## src/rtl/regfile_pkg.sv

```systemverilog
// -----------------------------------------------------------------------------
// regfile_pkg
//   Shared constants and types for the integer register file with a busy
//   scoreboard (regfile_sb and regfile_scoreboard).
//
//   Contents:
//     XLEN_DEF   default data width in bits
//     NREGS_DEF  default number of architectural registers
//     reg_addr_t register index for the default 32-entry configuration
//     xword_t    data word for the default 32-bit configuration
// -----------------------------------------------------------------------------
package regfile_pkg;

  localparam int XLEN_DEF  = 32;
  localparam int NREGS_DEF = 32;

  typedef logic [4:0]  reg_addr_t;
  typedef logic [31:0] xword_t;

endpackage : regfile_pkg

```

## src/rtl/regfile_scoreboard.sv

```systemverilog
// -----------------------------------------------------------------------------
// regfile_scoreboard
//   Per-register pending-write tracker. A register becomes busy when an
//   instruction targeting it issues and goes idle when its writeback lands.
//   Register 0 is never busy. A writeback to a register that is neither busy
//   nor being issued in the same cycle raises a sticky wb_unexpected flag.
//
//   Ports:
//     clk            in   system clock, rising edge
//     rst_n          in   asynchronous active-low reset
//     issue_valid    in   mark issue_rd pending this cycle
//     issue_rd       in   destination register of the issued instruction
//     we             in   writeback enable
//     waddr          in   writeback register
//     busy_vec       out  pending bit per register (bit 0 always 0)
//     wb_unexpected  out  sticky: writeback hit a non-pending register
// -----------------------------------------------------------------------------
module regfile_scoreboard
  import regfile_pkg::*;
#(
  parameter  int NREGS = NREGS_DEF,
  localparam int AW    = $clog2(NREGS)
) (
  input  logic             clk,
  input  logic             rst_n,
  input  logic             issue_valid,
  input  logic [AW-1:0]    issue_rd,
  input  logic             we,
  input  logic [AW-1:0]    waddr,
  output logic [NREGS-1:0] busy_vec,
  output logic             wb_unexpected
);

  // Register 0 can never hold a pending bit.
  localparam logic [NREGS-1:0] LIVE_MASK = {{(NREGS-1){1'b1}}, 1'b0};

  logic [NREGS-1:0] busy_q, busy_d;
  logic             unexp_q, unexp_d;
  logic [NREGS-1:0] set_vec;
  logic [NREGS-1:0] clr_vec;
  logic             wr_live;

  assign wr_live = we && (waddr != '0);

  // One-hot decode of issue and writeback targets.
  always_comb begin
    set_vec = '0;
    clr_vec = '0;
    if (issue_valid) begin
      set_vec[issue_rd] = 1'b1;
    end
    if (we) begin
      clr_vec[waddr] = 1'b1;
    end
  end

  // Set has priority over clear: when a younger instruction issues to the
  // same register an older one is writing back, the younger one now owns it.
  always_comb begin
    busy_d  = (set_vec | (busy_q & ~clr_vec)) & LIVE_MASK;
    unexp_d = unexp_q | (wr_live && !busy_q[waddr] && !set_vec[waddr]);
  end

  always_ff @(posedge clk or negedge rst_n) begin
    if (!rst_n) begin
      busy_q  <= '0;
      unexp_q <= 1'b0;
    end else begin
      busy_q  <= busy_d;
      unexp_q <= unexp_d;
    end
  end

  assign busy_vec      = busy_q;
  assign wb_unexpected = unexp_q;

endmodule : regfile_scoreboard

```

## src/rtl/regfile_sb.sv

```systemverilog
// -----------------------------------------------------------------------------
// regfile_sb
//   Multi-read-port integer register file with an integrated busy scoreboard.
//   Register 0 reads as zero, ignores writes and is never busy. Reads are
//   combinational; writes land on the rising clock edge. The scoreboard
//   (regfile_scoreboard) tracks which registers have a pending writeback so
//   control can stall on RAW hazards.
//
//   Build option:
//     REGFILE_BYPASS_EN  when defined, a read port addressing the register
//                        being written this cycle sees wdata immediately and
//                        reports not-busy (unless the same register is also
//                        issued this cycle). When undefined, reads return the
//                        pre-write contents and rbusy is the registered
//                        busy_vec bit.
//
//   Ports:
//     clk            in   system clock, rising edge
//     rst_n          in   asynchronous active-low reset (clears all state)
//     raddr          in   read addresses, port i at [i*AW +: AW]
//     rdata          out  read data, port i at [i*XLEN +: XLEN]
//     rbusy          out  port i addresses a register with a pending write
//     issue_valid    in   mark issue_rd pending this cycle
//     issue_rd       in   destination register of the issued instruction
//     we             in   writeback enable
//     waddr          in   writeback register
//     wdata          in   writeback data
//     busy_vec       out  pending bit per register (bit 0 always 0)
//     wb_unexpected  out  sticky: writeback hit a non-pending register
// -----------------------------------------------------------------------------
module regfile_sb
  import regfile_pkg::*;
#(
  parameter  int XLEN  = XLEN_DEF,
  parameter  int NREGS = NREGS_DEF,
  parameter  int NREAD = 2,
  localparam int AW    = $clog2(NREGS)
) (
  input  logic                  clk,
  input  logic                  rst_n,
  input  logic [NREAD*AW-1:0]   raddr,
  output logic [NREAD*XLEN-1:0] rdata,
  output logic [NREAD-1:0]      rbusy,
  input  logic                  issue_valid,
  input  logic [AW-1:0]         issue_rd,
  input  logic                  we,
  input  logic [AW-1:0]         waddr,
  input  logic [XLEN-1:0]       wdata,
  output logic [NREGS-1:0]      busy_vec,
  output logic                  wb_unexpected
);

  logic [XLEN-1:0] rf_q [NREGS];
  logic            wr_live;

  assign wr_live = we && (waddr != '0);

  // ---------------------------------------------------------------------------
  // Scoreboard
  // ---------------------------------------------------------------------------
  regfile_scoreboard #(
    .NREGS (NREGS)
  ) u_scoreboard (
    .clk           (clk),
    .rst_n         (rst_n),
    .issue_valid   (issue_valid),
    .issue_rd      (issue_rd),
    .we            (we),
    .waddr         (waddr),
    .busy_vec      (busy_vec),
    .wb_unexpected (wb_unexpected)
  );

  // ---------------------------------------------------------------------------
  // Data array. Entry 0 is never written, so it stays at its reset value of 0.
  // ---------------------------------------------------------------------------
  always_ff @(posedge clk or negedge rst_n) begin
    if (!rst_n) begin
      for (int r = 0; r < NREGS; r++) begin
        rf_q[r] <= '0;
      end
    end else if (wr_live) begin
      rf_q[waddr] <= wdata;
    end
  end

`ifdef REGFILE_BYPASS_EN
  // A same-cycle issue to the register being written re-arms it, so the
  // forwarded value is already stale from the consumer's point of view.
  logic issue_hits_wr;
  assign issue_hits_wr = issue_valid && (issue_rd == waddr);
`endif

  // ---------------------------------------------------------------------------
  // Read ports
  // ---------------------------------------------------------------------------
  for (genvar g = 0; g < NREAD; g++) begin : g_rd
    logic [AW-1:0]   ra;
    logic [XLEN-1:0] rd;
    logic            rb;

    assign ra = raddr[g*AW +: AW];

    always_comb begin
      rd = (ra == '0) ? '0 : rf_q[ra];
      rb = busy_vec[ra];
`ifdef REGFILE_BYPASS_EN
      if (wr_live && (ra == waddr)) begin
        rd = wdata;
        rb = issue_hits_wr;
      end
`endif
    end

    assign rdata[g*XLEN +: XLEN] = rd;
    assign rbusy[g]              = rb;
  end

endmodule : regfile_sb

```

## config.mk

```make
export PLATFORM = sky130hd
export DESIGN_NAME = regfile_sb
export DESIGN_NICKNAME = d
export VERILOG_FILES = /design/src/rtl/regfile_pkg.sv /design/src/rtl/regfile_scoreboard.sv /design/src/rtl/regfile_sb.sv
export SDC_FILE = /design/constraint.sdc
export NUM_CORES = 2
export LEC_CHECK = 0
export BUFFER_PORTS_ARGS = -buffer_cell sky130_fd_sc_hd__buf_2
export CORE_MARGIN = 4
export CORE_UTILIZATION = 43
export CTS_CLUSTER_DIAMETER = 50
export DETAILED_ROUTE_END_ITERATION = 10
export GPL_TIMING_DRIVEN = 0
export SYNTH_ARGS = -nofsm -noshare
export SYNTH_HDL_FRONTEND = slang
export SYNTH_HIERARCHICAL = 1
export SYNTH_SLANG_ARGS = --single-unit
```

## constraint.sdc

```tcl
create_clock -name clk -period 1.8 [get_ports clk]
set_input_delay 0.09 -clock clk [delete_from_list [all_inputs] [get_ports clk]]
set_output_delay 0.09 -clock clk [all_outputs]
set_load 0.05 [all_outputs]
```

==> flow_summary.json <==
{
  "run_status": "finished, violations left",
  "failed_checks": "negative hold slack, negative setup slack",
  "numPortBuffers": 145,
  "routed-via-count": 40500,
  "synth_flop_cell": "sky130_fd_sc_hd__dfrtp_1",
  "setup_slack_ps": -1330,
  "maximum_ir_drop_on_the_vdd_rail_mv": 1.02,
  "worst_ep_arrival_time_ps": 3040,
  "fin_crit_sh": 1.74,
  "antenna_found_initial": 6,
  "register_area_um2": 26500,
  "synth.top_cells.by_area": "sky130_fd_sc_hd__dfrtp_1 (47%), sky130_fd_sc_hd__mux2_2 (20%), sky130_fd_sc_hd__mux4_2 (17%)",
  "postSynthNetCount": 3915,
  "number_of_storage_elements_in_the_synthesis_netlist": 1056,
  "post_dr_wirelength_cell_um": 37.7,
  "path_class": "reg2out",
  "fmaxAchievable_mhz": 320,
  "clock_tree_from_tritoncts": "built",
  "post-synth-top-area-fraction": 0.466,
  "globalRoute.totalOverflow": 0,
  "first_global_vias": 40600,
  "start_util": 0.432,
  "chip_height_um": 371,
  "grt_pass1_wl_um": 320000,
  "tritoncts_num_sinks": 1056,
  "timing.max_slew.rel_slack": 0.0429,
  "worst_skew_pair.late_latency_ps": 780,
  "avgViaCountPerCell": 6.61,
  "boundaryPins": 155,
  "remaining_drc_errors": 0,
  "cpMaxStageDelayCell": "sky130_fd_sc_hd__a2111oi_4",
  "timing.hold.ws_ps": -785,
  "timing.critical_path.slowest_cell_delay_ps": 780,
  "cp_launch_type": "register",
  "area_growth_syn_to_layout_pct": 22.1,
  "fin_cells": 6131,
  "place_inst": 5769,
  "clock_tree.htree_level_count": 4,
  "p_leak_nw": 29.4,
  "routed_wirelength_um": 231000,
  "final-hold-violation-count": 400,
  "crit_path_cell_trace": "mux4_2 > a22o_4 > a2111oi_4 > nor3_4 > buf_6",
  "synth.most_common_cell": "sky130_fd_sc_hd__dfrtp_1",
  "synth.yosys.warnings": 6,
  "cts.reportedPaths.clkPinSlew_ps": 60,
  "rows": 133,
  "post_detailed_placement_cell_area_um2": 61400,
  "track_usage": 0.334,
  "filler_cell_count": 10900,
  "synth_largest_area_cell": "sky130_fd_sc_hd__dfrtp_1",
  "layout.cell_area.non_filler_um2": 69300,
  "drv_slew": 0,
  "yosysUniqueCellTypes": 70,
  "synth_common_cells": "sky130_fd_sc_hd__dfrtp_1 (1056), sky130_fd_sc_hd__mux2_2 (1027), sky130_fd_sc_hd__mux4_2 (423)",
  "cts-root-to-sink-buffers": 3,
  "synth.avg_cell_area_um2": 14.7,
  "multiInputGateArea_um2": 30800,
  "placeableCoreArea_um2": 131000,
  "die_x_um": 371,
  "grt_setup_unrepaired": "true",
  "number_of_buffers_inserted_during_clock_tree_synthesis": 143,
  "critPathMaxFanout": 3,
  "dieArea_um2": 138000,
  "power_dens_cells_nw_per_um2": 1170,
  "clock_skew_ps": 7.47,
  "detailedPlacementHpwl_um": 159000,
  "nNetsFinal": 4311,
  "grt_start_max_net_pins": 164,
  "synth_edf_count": 0,
  "finalCriticalPeriod_ps": 3130,
  "synth.cell_area_um2": 56700,
  "firstDrtPassIters": 7,
  "cp_data_required_time_ps": 1710,
  "tns_ps": -62240,
  "fraction_of_registers_with_async_set_reset": 1.00,
  "timing.max_cap.violations": 0,
  "drt_iter0_drc": 5204,
  "clock-root-buffer": "sky130_fd_sc_hd__clkbuf_16",
  "antenna_left": 0,
  "setup_violations": 112,
  "worst_pin_slew_ps": 1440,
  "netlist_instances": 3859,
  "synth-seq-area-share": 0.466,
  "min_path_type": "in2async",
  "post_route_cells_drive_above_1_share": 0.558,
  "gp_congestion": 0.978,
  "cp-end-kind": "primary output",
  "report.power.total_mw": 81.4
}
==> metrics by stage <==
step / setup WS (ps) / hold WS [ps] / utilization
after floorplan: -161 / -206 / -
after global placement: -25240 / 394 / 0.466
after detailed placement: -2370 / 76.3 / 0.468
after CTS: -1300 / -766 / 0.526
after global routing: -1390 / -736 / 0.528
final: -1330 / -785 / 0.528
==> worst paths after layout <==
path	start	endpoint	slack, ps	cells past startpoint
min reg2reg	u_scoreboard/wb_unexpected	u_scoreboard/wb_unexpected	470	2
min in group clk	waddr[4]	u_scoreboard/busy_vec[23]	100	5
max reg2reg	u_scoreboard/busy_vec[26]	u_scoreboard/wb_unexpected	150	5
max in group asynchronous	rst_n	rf_q[671]	520	4
max	rf_q[719]	rdata[15]	-1330	5
min	rst_n	rf_q[964]	-780	1
==> cell type report <==
type,instances,share of cell area
diodes,2,0.0000722
plain buffers,442,0.0366
clock buffers,184,0.0572
clock inverters,80,0.0143
inverters,4,0.000271
multi-input cells,2353,0.444
flip-flops and latches,1056,0.382
well taps,1755,0.0317
repair buffers,255,0.0335
==> routing by layer <==
metal	routed length, um	up-vias	share of wire	GRT usage
li1	-	15900	-	-
met1	93900	21700	0.41	0.460
met2	98400	2419	0.43	0.473
met3	26100	557	0.11	0.115
met4	12500	2	0.054	0.157
met5	203	-	0.00088	0
==> critical path, delay by kind of cell (launching register included) <==
family                 cells  cell delay, ps
AND/OR/NAND/NOR            1              70
buffers and inverters      1             190
multiplexers               1             480
flip-flops                 1             400
AO/OA/AOI/OAI              2            1080
==> kinds of logic after synthesis <==
kind of cell    synth area share
compound gates            0.0616
xor+xnor                0.000463
buf+inv                   0.0385
flops                      0.466
mux                        0.413
other cells            0.0000661
simple gates              0.0204
==> registers in the layout (all words and copies together) (netlist names) <==
signal,flops
u_scoreboard/busy_vec,31
rf_q,1024
u_scoreboard/wb_unexpected,1
==> placed cells by master (no fill, tap or decap), types with 31 or more instances in the layout <==
| master | n |
|---|---|
| sky130_fd_sc_hd__dlygate4sd3_1 | 45 |
| sky130_fd_sc_hd__buf_6 | 102 |
| sky130_fd_sc_hd__mux4_2 | 426 |
| sky130_fd_sc_hd__dfrtp_1 | 1025 |
| sky130_fd_sc_hd__buf_4 | 89 |
| sky130_fd_sc_hd__clkbuf_16 | 146 |
| sky130_fd_sc_hd__nand2_1 | 42 |
| sky130_fd_sc_hd__mux2i_1 | 226 |
| sky130_fd_sc_hd__a22o_1 | 45 |
| sky130_fd_sc_hd__a211oi_4 | 42 |
| sky130_fd_sc_hd__mux2_2 | 1002 |
| sky130_fd_sc_hd__dfrtp_2 | 31 |
| sky130_fd_sc_hd__o21ai_0 | 60 |
| sky130_fd_sc_hd__clkbuf_1 | 178 |
| sky130_fd_sc_hd__buf_1 | 47 |
| sky130_fd_sc_hd__a311oi_4 | 34 |
| sky130_fd_sc_hd__buf_2 | 121 |
| sky130_fd_sc_hd__clkbuf_2 | 73 |
==> power by group <==
| part | switching, mW | internal (mW) | total [mW] |
|---|---|---|---|
| registers | 3.76 | 28.3 | 32.1 |
| clock network | 11.8 | 17.9 | 29.8 |
| logic | 9.68 | 9.85 | 19.5 |
| total | 25.3 | 56.1 | 81.4 |
==> what timing repair did <==
item                                   in CTS  in global routing
buffers inserted                           47                  7
endpoints found under the hold margin     624                334
gates cloned                                0                  1
resized for setup                         479                 75
hold buffers                               48                  2
setup endpoints to repair                 101                309
pin swaps                                 118                 33
Note: power is estimated with default switching activity, not from simulation.
